===== config.mk =====
export PLATFORM = sky130hd
export DESIGN_NAME = rx_capture_ctrl
export DESIGN_NICKNAME = d
export VERILOG_FILES = /design/src/rtl/rx_capture_ctrl.sv
export SDC_FILE = /design/constraint.sdc
export NUM_CORES = 1
export LEC_CHECK = 0
export ABC_AREA = 1
export BUFFER_PORTS_ARGS = -buffer_cell sky130_fd_sc_hd__buf_2
export CAP_MARGIN = 10
export CORE_MARGIN = 2
export CORE_UTILIZATION = 52
export DETAILED_ROUTE_END_ITERATION = 8
export GPL_TIMING_DRIVEN = 0
export PLACE_DENSITY = 0.76
export RECOVER_POWER = 50
export SLEW_MARGIN = 10
export SYNTH_ARGS = -nofsm -noshare
export SYNTH_HDL_FRONTEND = slang
export SYNTH_SLANG_ARGS = --single-unit

===== constraint.sdc =====
create_clock -name clk -period 12.5 [get_ports clk]
set_input_delay 1.25 -clock clk [delete_from_list [all_inputs] [get_ports clk]]
set_output_delay 1.25 -clock clk [all_outputs]
set_load 0.02 [all_outputs]

===== src/rtl/rx_capture_ctrl.sv =====
// rx_capture_ctrl: arms on a pulse, waits for an immediate or external
// trigger, captures a fixed number of 256-bit sample words into a small
// FIFO and streams them out over AXI-Stream with tlast on the final word.
module rx_capture_ctrl #(
  parameter int DEPTH = 4,
  parameter int LEN_W = 16
) (
  input  logic             clk,
  input  logic             rst,
  input  logic [255:0]     s_data,
  input  logic             s_valid,
  input  logic             arm,
  input  logic             abort,
  input  logic             trig_mode,
  input  logic             ext_trig,
  input  logic [LEN_W-1:0] cap_len,
  output logic [255:0]     m_tdata,
  output logic             m_tvalid,
  output logic             m_tlast,
  input  logic             m_tready,
  output logic             busy,
  output logic             done,
  output logic             overflow,
  output logic [LEN_W-1:0] word_cnt
);

  localparam int AW = $clog2(DEPTH);

  typedef enum logic [2:0] {
    S_IDLE,
    S_ARMED,
    S_CAPTURE,
    S_DRAIN,
    S_DONE
  } state_t;

  state_t           state_q, state_d;
  logic [AW:0]      wr_ptr_q, wr_ptr_d;
  logic [AW:0]      rd_ptr_q, rd_ptr_d;
  logic [LEN_W-1:0] len_q, len_d;
  logic [LEN_W-1:0] cnt_q, cnt_d;
  logic             ovf_q, ovf_d;
  logic             trig_q;

  logic [255:0]     mem_data_q [DEPTH];
  logic [DEPTH-1:0] mem_last_q;

  logic fifo_empty, fifo_full, rd_en, wr_en, wr_last, flush;

  // Counter increment that holds at the limit instead of wrapping.
  function automatic logic [LEN_W-1:0] sat_inc(input logic [LEN_W-1:0] cnt,
                                               input logic [LEN_W-1:0] lim);
    sat_inc = (cnt >= lim) ? lim : cnt + LEN_W'(1);
  endfunction

  assign fifo_empty = (wr_ptr_q == rd_ptr_q);
  assign fifo_full  = (wr_ptr_q[AW] != rd_ptr_q[AW]) &&
                      (wr_ptr_q[AW-1:0] == rd_ptr_q[AW-1:0]);
  assign rd_en      = !fifo_empty && m_tready;

  // Next-state, capture bookkeeping and FIFO pointer control.
  always_comb begin
    state_d  = state_q;
    len_d    = len_q;
    cnt_d    = cnt_q;
    ovf_d    = ovf_q;
    wr_en    = 1'b0;
    wr_last  = 1'b0;
    flush    = 1'b0;
    wr_ptr_d = wr_ptr_q;
    rd_ptr_d = rd_ptr_q + {{AW{1'b0}}, rd_en};

    case (state_q)
      S_IDLE, S_DONE: begin
        if (arm && (cap_len != '0)) begin
          len_d   = cap_len;
          cnt_d   = '0;
          ovf_d   = 1'b0;
          state_d = S_ARMED;
        end
      end
      S_ARMED: begin
        // trig_q holds last cycle's ext_trig, so a level already high at
        // arm time never looks like an edge here.
        if (!trig_mode || (ext_trig && !trig_q)) begin
          state_d = S_CAPTURE;
        end
      end
      S_CAPTURE: begin
        if (s_valid) begin
          if (fifo_full && !rd_en) begin
            // Overrun: the capture is unusable, discard everything.
            ovf_d   = 1'b1;
            flush   = 1'b1;
            state_d = S_DONE;
          end else begin
            wr_en = 1'b1;
            cnt_d = sat_inc(cnt_q, len_q);
            if (cnt_q + LEN_W'(1) == len_q) begin
              wr_last = 1'b1;
              state_d = S_DRAIN;
            end
          end
        end
      end
      S_DRAIN: begin
        if (fifo_empty) begin
          state_d = S_DONE;
        end
      end
      default: state_d = S_IDLE;
    endcase

    // Abort overrides everything, including a simultaneous arm, but keeps
    // the status of the capture it cancelled.
    if (abort) begin
      state_d = S_IDLE;
      len_d   = len_q;
      cnt_d   = cnt_q;
      ovf_d   = ovf_q;
      wr_en   = 1'b0;
      wr_last = 1'b0;
      flush   = 1'b1;
    end

    if (wr_en) begin
      wr_ptr_d = wr_ptr_q + {{AW{1'b0}}, 1'b1};
    end
    if (flush) begin
      wr_ptr_d = '0;
      rd_ptr_d = '0;
    end
  end

  // Control registers; reset returns to IDLE with an empty FIFO.
  always_ff @(posedge clk) begin
    if (rst) begin
      state_q  <= S_IDLE;
      wr_ptr_q <= '0;
      rd_ptr_q <= '0;
      len_q    <= '0;
      cnt_q    <= '0;
      ovf_q    <= 1'b0;
      trig_q   <= 1'b0;
    end else begin
      state_q  <= state_d;
      wr_ptr_q <= wr_ptr_d;
      rd_ptr_q <= rd_ptr_d;
      len_q    <= len_d;
      cnt_q    <= cnt_d;
      ovf_q    <= ovf_d;
      trig_q   <= ext_trig;
    end
  end

  // FIFO storage: data plus last tag, no reset needed behind the pointers.
  always_ff @(posedge clk) begin
    if (wr_en) begin
      mem_data_q[wr_ptr_q[AW-1:0]] <= s_data;
      mem_last_q[wr_ptr_q[AW-1:0]] <= wr_last;
    end
  end

  assign m_tvalid = !fifo_empty;
  assign m_tdata  = mem_data_q[rd_ptr_q[AW-1:0]];
  assign m_tlast  = !fifo_empty && mem_last_q[rd_ptr_q[AW-1:0]];
  assign busy     = (state_q == S_ARMED) || (state_q == S_CAPTURE) ||
                    (state_q == S_DRAIN);
  assign done     = (state_q == S_DONE);
  assign overflow = ovf_q;
  assign word_cnt = cnt_q;

endmodule

==> results.toml <==
[hold_path]
holdPathStages = 2
hold_start = "overflow"
hp-class = "reg2reg"
min_to = "overflow"

[cts]
cts_tree = "yes"
clock_latency_ns = 0.68
cts_sinks = 1071
cts_buffers = 105
path_clk_slew_ns = 0.06
post_cts_buffers = 0
ctsResizeCount = 0
htreeDepth = 3
cts-root-buf = "clkbuf_16"
clk_path_buf_depth = 3
hold_buffers = 0

[status]
violations = "capacitance limit, slew limit"
run_status = "finished, violations left"

[power_and_ir_drop]
pwr-share-comb = 0.028
p_seq_frac = 0.538
p_leak_uw = 0.0165
p_clk_frac = 0.434
power_density_nw_per_um2 = 150
p_sw_uw = 1490
switching_share = 0.202
max-vdd-ir-drop_mv = 0.154
internal_power_uw = 5860

[route]
drc = 0
ant_nets = 0
wl_mm = 108
firstDrtPassIters = 7
routed_via_density = 5.72
routed-via-count = 27400
wire_per_inst_um = 22.5
drt_iter0_markers = 2663

[floorplan]
fp.dieW_um = 283
rows = 102
initial_core_util = 0.525
die_area_um2 = 80300
boundaryPins = 557
fp.dieH_um = 283
core_um2 = 77300

[critical_path]
reg2reg_slack_ns = 7.02
path_max_fanout = 10
r2r-end = "mem_data_q[3][65]"
worst_ep_arrival_time_ns = 4.30
crit_path_end_kind = "output port"
cp-start-kind = "flop"
r2r-start = "rd_ptr_q[1]"
required_ns = 11.25
rr_worst_depth = 12
path_class = "reg2out"

[global_routing]
grt_start_max_net_pins = 29
grtUsageTotal = 0.259
grt_pass1_vias = 26400
grt_overflow = 0
grt_pass1_wl_mm = 158
grt_antenna_before_repair = 33

[timing]
min_period_ns = 5.55
fin_crit_sh = 0.444
worst_slew_pin_slew_ns = 1.74
fmax_mhz = 180
max-slew-margin-rel = -0.160
finalHoldViolCount = 0
finalSetupViolations = 0
rsz0062_at_grt = "no"
finalSetupTns_ns = 0
drv_slew = 125
fin_skew_ns = 0.0452

[place]
dpl.hpwl_mm = 71.1
gp_congestion = 0.927
dpl_cell_area_um2 = 45700
port_buffers = 555

[synth]
synth_nets = 3230
synth_cell_types = 38
syn_area_um2 = 40600
synth-edff-count = 1028
synth_area_leader_cell = "edfxtp_1"
yosysWarnings = 0
synthCells = 2927
ys_async_sr_fraction = 0
synthTopCellsByArea = "edfxtp_1 (76%), o21ai_0 (6.7%), nor2_1 (5.1%)"
synth_seq_area_share = 0.781
yosys.area_share.simple = 0.0683
synth_xor_area_frac = 0.00391
synth_ff_type = "edfxtp_1"
avgSynthCellArea_um2 = 13.9
synth_top_area_frac = 0.760
synth_fa_ha_area_frac = 0.00709
synth_top_family_by_area = "compound AO/OA/AOI/OAI gates"
synth_compound_area_frac = 0.117
synthMuxAreaShare = 0
synth-seq-cells = 1071

[finish]
n_fill_cell = 5689
final_nets = 3938
area_delta_synth_final_pct = 20.4
final_common_cell = "edfxtp_1"
final_cell_mix = "edfxtp_1 (1028), nor2_1 (546), o21ai_0 (543)"
utilization = 0.632
drive_above_1_share = 0.139
design_area_um2 = 48900
ff_latch_area_um2 = 31700
multi_input_area_um2 = 7960

[job]
cap_violations = 6
## worst max-delay path, stage by stage, from the launching register on
cell      delay, ns
dfxtp_1        0.35
clkbuf_1       0.43
inv_2          0.47
clkbuf_1       0.86
buf_1          0.53
nor2_1         0.08
o22ai_1        0.63
buf_2          0.29
## state kept, by name (all words and copies together), names as in the netlist
signal,cells
len_q,16
mem_data_q,1024
wr_ptr_q,3
word_cnt,16
rd_ptr_q,3
mem_last_q,4
trig_q,1
overflow,1
state_q,3
## worst max-delay path by stage
| stage | from | slack (ns) | endpoint |
|---|---|---|---|
| floorplan | m_tready | -0.79 | mem_data_q[0][0] |
| global placement | m_tready | -9.41 | mem_data_q[0][120] |
| detailed placement | rd_ptr_q[0] | 7.55 | m_tdata[79] |
| CTS | rd_ptr_q[0] | 6.85 | m_tdata[79] |
| global route | rd_ptr_q[1] | 6.72 | mem_data_q[3][65] |
| finish | rd_ptr_q[0] | 6.95 | m_tdata[75] |
## final cells by class
class                           count  share of cell area
Inverter                           61             0.00468
Tap cell                         1040              0.0266
Buffer                            180              0.0139
Sequential cell                  1071               0.649
Antenna cell                       26             0.00133
Timing Repair Buffer              601              0.0681
Clock buffer                      124              0.0563
Multi-Input combinational cell   1615               0.163
Clock inverter                     75              0.0169
## through the flow
stage / worst slack [ns] / power, uW / cells / hold WS [ns]
detailed placement: 7.55 / 4240 / 4568 / 0.441
global placement: -9.41 / 4240 / 4522 / 0.432
global route: 6.72 / 7550 / 4786 / 0.469
CTS: 6.85 / 7390 / 4767 / 0.450
floorplan: -0.795 / 4130 / 2927 / 0.448
finish: 6.95 / 7350 / 4793 / 0.450
## power groups by stage
stage | sequential (uW) | clock (uW) | combinational (uW)
global placement | 4040 | 0 | 201
global route | 3950 | 3370 | 223
floorplan | 4040 | 0 | 88.4
CTS | 3950 | 3230 | 213
finish | 3950 | 3190 | 204
detailed placement | 4030 | 0 | 212
## logic make-up after synthesis
logic type	count (synthesis)
adder cells (fa/ha/maj)	23
XOR/XNOR	15
buffers and inverters	241
flip-flops	1071
AND/OR/NAND/NOR	701
AO/OA/AOI/OAI	876
## Yosys cell counts, types with 2 or more instances
library cell / number
a21oi_1: 59
buf_1: 7
buf_2: 2
clkbuf_1: 170
clkinv_1: 3
dfxtp_1: 43
edfxtp_1: 1028
ha_1: 23
inv_1: 54
inv_2: 4
nand2_1: 96
nand2_2: 3
nand3_1: 26
nand3_2: 3
nand4_1: 6
nor2_1: 548
nor2_2: 4
nor2_4: 2
nor3_1: 3
nor4_1: 4
o211ai_1: 10
o21ai_0: 542
o21ai_1: 4
o22ai_1: 257
xnor2_1: 7
xnor3_1: 2
xor2_1: 6
## layer usage
metal	part of all wire	GRT usage	up-vias
met4	0.045	0.117	22
met1	0.38	0.332	13400
li1	-	-	12400
met3	0.090	0.0590	271
met2	0.49	0.426	1317
met5	0.0014	0	-
Note: power is estimated with default switching activity, not from simulation.
